`src/rtl/sd_irq_source_if.sv`:
```
// CIA-style E-clock peripheral bus as seen by the SD interrupt source.
interface sd_irq_source_if;
  logic       r_w;
  logic       _cs;
  logic       e;
  logic [3:0] rs;
  logic [7:0] data_in;
  logic [7:0] data_out;
  logic       data_oe;

  modport master (
    output r_w, _cs, e, rs, data_in,
    input  data_out, data_oe
  );

  modport slave (
    input  r_w, _cs, e, rs, data_in,
    output data_out, data_oe
  );
endinterface

```
`src/rtl/sd_irq_source.sv`:
```
// SD interrupt source: latches card-detect/xfer-done/error events, clear-on-read status, drives _int2.
// Define SD_IRQ_MASK_EN to add a writable interrupt mask register at MASK_RS.
module sd_irq_source #(
  parameter int unsigned DEBOUNCE_CYCLES = 16000,
  parameter logic [3:0]  STATUS_RS       = 4'hE,
  parameter logic [3:0]  MASK_RS         = 4'hF
) (
  input  logic           clk,
  input  logic           _reset,
  sd_irq_source_if.slave bus,
  input  logic           irq_enable,
  input  logic           cd_n,
  input  logic           ev_xfer_done,
  input  logic           ev_error,
  output logic           _int2
);

  localparam int unsigned CntW = (DEBOUNCE_CYCLES > 1) ? $clog2(DEBOUNCE_CYCLES) : 1;
  localparam logic [CntW-1:0] CntMax = CntW'(DEBOUNCE_CYCLES - 1);

  logic [1:0]      e_sync_q;
  logic            e_prev_q;
  logic [1:0]      cd_sync_q;
  logic [CntW-1:0] cnt_q, cnt_d;
  logic            card_present_q, card_present_d;
  logic [2:0]      pending_q, pending_d;
  logic [7:0]      snapshot_q, snapshot_d;
  logic            int2_q, int2_d;
  logic [2:0]      mask;

  logic       e_rise, e_fall;
  logic       status_rd;
  logic       cd_stable, cd_toggle;
  logic [2:0] clr, set;
  logic [7:0] status;

  assign e_rise    = e_sync_q[1] & ~e_prev_q;
  assign e_fall    = ~e_sync_q[1] & e_prev_q;
  assign status_rd = ~bus._cs & bus.r_w & (bus.rs == STATUS_RS);
  assign status    = {card_present_q, 4'b0000, pending_q};

`ifdef SD_IRQ_MASK_EN
  logic [2:0] mask_q, mask_d;
  logic       mask_rd, mask_wr;

  assign mask_rd = ~bus._cs & bus.r_w & (bus.rs == MASK_RS);
  assign mask_wr = ~bus._cs & ~bus.r_w & (bus.rs == MASK_RS);
  assign mask    = mask_q;
  assign mask_d  = (e_fall && mask_wr) ? bus.data_in[2:0] : mask_q;
  assign bus.data_oe = bus.e & (status_rd | mask_rd);

  always_ff @(posedge clk or negedge _reset) begin
    if (!_reset) mask_q <= 3'b111;
    else         mask_q <= mask_d;
  end

  logic [4:0] unused_data_in;
  assign unused_data_in = bus.data_in[7:3];
`else
  assign mask        = 3'b111;
  assign bus.data_oe = bus.e & status_rd;

  logic [11:0] unused_bus;
  assign unused_bus = {bus.data_in, MASK_RS};
`endif

  // Card detect debounce: count only while the synced pin disagrees with card_present.
  always_comb begin
    cd_stable      = (cd_sync_q[1] == ~card_present_q);
    cd_toggle      = ~cd_stable && (cnt_q == CntMax);
    cnt_d          = (cd_stable || cd_toggle) ? '0 : cnt_q + CntW'(1);
    card_present_d = card_present_q ^ cd_toggle;
  end

  // Clear only what the reader saw; a same-cycle event wins over the clear.
  always_comb begin
    snapshot_d = snapshot_q;
    if (e_rise && status_rd) snapshot_d = status;
`ifdef SD_IRQ_MASK_EN
    if (e_rise && mask_rd) snapshot_d = {5'b00000, mask_q};
`endif
    clr       = (e_fall && status_rd) ? snapshot_q[2:0] : 3'b000;
    set       = {ev_error, ev_xfer_done, cd_toggle};
    pending_d = (pending_q & ~clr) | set;
    int2_d    = ~(irq_enable & |(pending_q & mask));
  end

  always_ff @(posedge clk or negedge _reset) begin
    if (!_reset) begin
      e_sync_q       <= 2'b00;
      e_prev_q       <= 1'b0;
      cd_sync_q      <= 2'b11;
      cnt_q          <= '0;
      card_present_q <= 1'b0;
      pending_q      <= 3'b000;
      snapshot_q     <= 8'h00;
      int2_q         <= 1'b1;
    end else begin
      e_sync_q       <= {e_sync_q[0], bus.e};
      e_prev_q       <= e_sync_q[1];
      cd_sync_q      <= {cd_sync_q[0], cd_n};
      cnt_q          <= cnt_d;
      card_present_q <= card_present_d;
      pending_q      <= pending_d;
      snapshot_q     <= snapshot_d;
      int2_q         <= int2_d;
    end
  end

  assign bus.data_out = snapshot_q;
  assign _int2        = int2_q;

endmodule
```
`src/flat_wrapper.sv`:
```
// flat-port wrapper written by rule: the top's interface ports become plain ports
module sd_irq_source_flat 
#(
  parameter int unsigned DEBOUNCE_CYCLES = 16000,
  parameter logic [3:0]  STATUS_RS       = 4'hE,
  parameter logic [3:0]  MASK_RS         = 4'hF
)
  (clk, _reset, irq_enable, cd_n, ev_xfer_done, ev_error, _int2, bus_r_w, bus__cs, bus_e, bus_rs, bus_data_in, bus_data_out, bus_data_oe);
  sd_irq_source_if bus_i ();
  input  logic clk;
  input  logic _reset;
  input  logic irq_enable;
  input  logic cd_n;
  input  logic ev_xfer_done;
  input  logic ev_error;
  output logic _int2;
  input wire logic [$bits(bus_i.r_w)-1:0] bus_r_w;
  input wire logic [$bits(bus_i._cs)-1:0] bus__cs;
  input wire logic [$bits(bus_i.e)-1:0] bus_e;
  input wire logic [$bits(bus_i.rs)-1:0] bus_rs;
  input wire logic [$bits(bus_i.data_in)-1:0] bus_data_in;
  output wire logic [$bits(bus_i.data_out)-1:0] bus_data_out;
  output wire logic [$bits(bus_i.data_oe)-1:0] bus_data_oe;
  assign bus_i.r_w = bus_r_w;
  assign bus_i._cs = bus__cs;
  assign bus_i.e = bus_e;
  assign bus_i.rs = bus_rs;
  assign bus_i.data_in = bus_data_in;
  assign bus_data_out = bus_i.data_out;
  assign bus_data_oe = bus_i.data_oe;
  sd_irq_source #(.DEBOUNCE_CYCLES(DEBOUNCE_CYCLES), .STATUS_RS(STATUS_RS), .MASK_RS(MASK_RS)) u_core (.clk(clk), ._reset(_reset), .bus(bus_i), .irq_enable(irq_enable), .cd_n(cd_n), .ev_xfer_done(ev_xfer_done), .ev_error(ev_error), ._int2(_int2));
endmodule
```
`config.mk`:
```
export PLATFORM = sky130hd
export DESIGN_NAME = sd_irq_source_flat
export DESIGN_NICKNAME = d
export VERILOG_FILES = /design/src/rtl/sd_irq_source_if.sv /design/src/rtl/sd_irq_source.sv /design/src/flat_wrapper.sv
export SDC_FILE = /design/constraint.sdc
export NUM_CORES = 1
export LEC_CHECK = 0
export CORE_AREA = 2 2 55 57
export CTS_CLUSTER_SIZE = 14
export DETAILED_ROUTE_END_ITERATION = 10
export DIE_AREA = 0 0 57 59
export PLACE_DENSITY = 0.75
export SYNTH_ARGS = -nofsm -noshare
export SYNTH_HDL_FRONTEND = slang
export SYNTH_SLANG_ARGS = --single-unit
```
`constraint.sdc`:
```
create_clock -name clk -period 1.9 [get_ports clk]
set_input_delay 0.475 -clock clk [delete_from_list [all_inputs] [get_ports clk]]
set_output_delay 0.475 -clock clk [all_outputs]
set_load 0.03 [all_outputs]
```
==> results of run 1 <==
-- layout by cell type, fill, tap and decap left out, drive strengths merged, types with 3 or more instances in the layout --
| cell | n |
|---|---|
| dfstp | 3 |
| buf | 4 |
| dlymetal6s2s | 6 |
| nor4 | 3 |
| nor2 | 16 |
| mux2 | 4 |
| nand3 | 6 |
| nand2 | 7 |
| dfrtp | 25 |
| inv | 5 |
| clkdlybuf4s50 | 9 |
| clkbuf | 3 |
| nor3 | 4 |
| xnor2 | 8 |
| nand4 | 4 |
| xor2 | 5 |
| conb | 4 |
-- stage by stage --
step                      utilization  cells  power [uW]  hold WS [ns]  setup WS (ns)
after floorplan                     -    113         695         0.179          0.153
after global placement          0.538    158         740         0.334         -0.147
after detailed placement        0.538    158         743         0.346         -0.185
after CTS                       0.559    162        1140         0.371         -0.132
after global routing            0.567    163        1170         0.373        0.00961
final                           0.567    163        1120         0.369         0.0684
-- metal layers --
layer	wire length, um	part of all wire
met1	946	0.44
met2	1100	0.50
met3	131	0.060
met4	0	0
met5	0	0
-- worst paths after layout --
check	from	endpoint	cells after the start
setup reg to reg	u_core.cnt_q[0]	u_core.cnt_q[13]	5
setup / recovery	u_core.bus.data_out[7]	bus_data_out[7]	1
hold reg to reg	u_core.cd_sync_q[0]	u_core.cd_sync_q[1]	0
hold / removal	u_core.cd_sync_q[0]	u_core.cd_sync_q[1]	0
min in group asynchronous	_reset	u_core.cnt_q[2]	2
max in group asynchronous	_reset	u_core.cd_sync_q[1]	2
-- synthesized netlist by cell type (all sizes together), types with 2 or more instances --
master,n
xnor2,8
inv,5
nor2,16
buf,5
nand4,4
mux2,4
dfstp,3
a21o,2
dfrtp,25
and4,2
nor3,4
xor2,5
nor4,3
nand3,6
nand2,7
-- sequential cells by signal, indices dropped and copies added, names as in the netlist --
| signal | cells |
|---|---|
| u_core.bus.data_out | 4 |
| u_core.e_sync_q | 2 |
| u_core.e_prev_q | 1 |
| u_core._int2 | 1 |
| u_core.cnt_q | 14 |
| u_core.cd_sync_q | 2 |
| u_core.pending_q | 3 |
| u_core.card_present_q | 1 |
-- final cells by class --
class                      instances  area [sq um]  share of cell area
tap                               31          38.8              0.0252
inverter                           5          18.8              0.0122
timing repair buffer              21           213               0.138
clock inverter                     1          30.0              0.0195
clock buffer                       3          22.5              0.0147
sequential                        28           704               0.458
multi-input combinational         74           509               0.331
-- power groups by stage --
stage | registers, uW | clock network, uW | logic [uW]
after floorplan | 649 | 0 | 46.1
after global placement | 639 | 0 | 101
after detailed placement | 640 | 0 | 103
after CTS | 630 | 407 | 103
after global routing | 632 | 427 | 109
final | 629 | 391 | 99.9
-- repair_timing --
| action | in CTS | in global routing |
|---|---|---|
| buffers inserted | 0 | 1 |
| setup endpoints to repair | 3 | 3 |
| resized for setup | 3 | 6 |
| pin swaps | 1 | 3 |
-- logic make-up (layout without fill, tap and decap cells) --
group / count (synthesis) / count (layout) / synth area share
fa+ha+maj: 1 / 1 / 0.00988
mux: 5 / 5 / 0.0435
other cells: 1 / 4 / 0.00296
buf+inv: 11 / 30 / 0.0543
flops: 28 / 28 / 0.556
compound gates: 4 / 4 / 0.0257
simple gates: 47 / 47 / 0.217
xor+xnor: 13 / 13 / 0.0899
==> results.cfg, run 1 <==
[run_status]
status = finished, final reports clean

[detailed_routing]
drc = 0
dr.pass1.iters = 4
drt_wl_total_mm = 2.17
ant_nets = 0
drt-vias-per-instance = 5.16
vias = 841
post_drt_wl_per_cell_um = 13.3
first_iter_violations = 26

[sta]
slew_violations = 0
finalHoldViolations = 0
finalSetupTns_ns = 0
setup_viol = 0
fin_crit_ns = 1.83
timing.fmax_mhz = 546
period_share = 0.964
skew_ns = 0.0187
rsz0062_at_grt = no

[final_layout]
finalInstanceArea_sq_um = 1540
drive_gt1_frac = 0.174
nFillCells = 224
layout.nets = 155
syn_to_final_growth_pct = 21.3
diodes = 0

[clock_tree]
cts_htree_levels = 1
path_clk_slew_ns = 0.14
tritoncts = done
clockRootBuffer = clkbuf_4
tritoncts.num_buffers = 3
clk_latency_ns = 0.34
cts_buffer_depth = 2
clock_sinks = 28
cts_hold_buf = 0

[die]
pin_count = 31
die-area_sq_um = 3360
initial_core_util = 0.467
die_w_um = 57
fp-row-count = 19
coreArea_sq_um = 2710
die_h_um = 59

[global_routing]
grt_max_degree = 29
grt_remaining_overflow = 0
gr-usage-met3 = 0.0524
grt_pass1_vias = 888
grt_util_met1 = 0.179
met2_usage = 0.268
grt_pass1_wl_mm = 3.96
antenna_found_initial = 0
grt_usage = 0.149
busiest_layer = met2

[power]
swShare = 0.220
clkPwrFrac = 0.349
p_sw_uw = 247
p_leak_uw = 0.000724
power_density_nw_per_um2 = 729
p_comb_frac = 0.089
seqPwrFrac = 0.562
internal_power_uw = 874
vdd_drop_max_mv = 0.669

[synthesis]
synthTopCellsByArea = dfrtp_1 49%, dfstp_2 6.2%, xnor2_1 5.5%
synth_area_per_cell_sq_um = 11.5
ys.flop_type = dfrtp_1
postSynthCellCount = 110
synth_top_cell_by_area = dfrtp_1
synth-seq-cells = 28
synth_top_area_share = 0.494
synth_edf_count = 0
synth_cell_types = 29
synthArstFlopShare = 1.00
synth-seq-area-share = 0.556
ys_warn_count = 0
syn_area_sq_um = 1270

[placed_design]
numPortBuffers = 18
place.gp.congestion = 0.691
dp_hpwl_mm = 1.52
dpl-instance-area_sq_um = 1460

[worst_setup_path]
endpoint_kind = output pin
max_stage_delay_ns = 0.67
crit_required_ns = 1.42
cp_top_family = buffers and inverters
cp.arrival_ns = 1.36
worst-path-buf-inv = 1
cp-start-kind = register
slowest_stage = clkdlybuf4s50_1
r2r_slack_ns = 0.28
critPathKind = reg -> out
cp_max_fo = 2
cp_cell_sequence = clkdlybuf4s50_1

[job]
drv_cap = 0

[min_path]
hold_path.class = reg -> reg
Power figures use the tool's default switching activity.
==> run 2, diff against run 1 <==
--- a/config.mk
+++ b/config.mk
@@ -9,6 +9,7 @@
 export CTS_CLUSTER_SIZE = 14
 export DETAILED_ROUTE_END_ITERATION = 10
 export DIE_AREA = 0 0 57 59
+export GPL_ROUTABILITY_DRIVEN = 0
 export PLACE_DENSITY = 0.75
 export SYNTH_ARGS = -nofsm -noshare
 export SYNTH_HDL_FRONTEND = slang
==> results of run 2 <==
No change in the layout: final DEF, timing and power equal those of run 1.
==> run 3, diff against run 2 <==
--- a/config.mk
+++ b/config.mk
@@ -5,6 +5,7 @@
 export SDC_FILE = /design/constraint.sdc
 export NUM_CORES = 1
 export LEC_CHECK = 0
+export ABC_CLOCK_PERIOD_IN_PS = 1900
 export CORE_AREA = 2 2 55 57
 export CTS_CLUSTER_SIZE = 14
 export DETAILED_ROUTE_END_ITERATION = 10
@@ -14,3 +15,4 @@
 export SYNTH_ARGS = -nofsm -noshare
 export SYNTH_HDL_FRONTEND = slang
 export SYNTH_SLANG_ARGS = --single-unit
+export TNS_END_PERCENT = 30
==> results of run 3 <==
No change in the layout: final DEF, timing and power equal those of run 1.
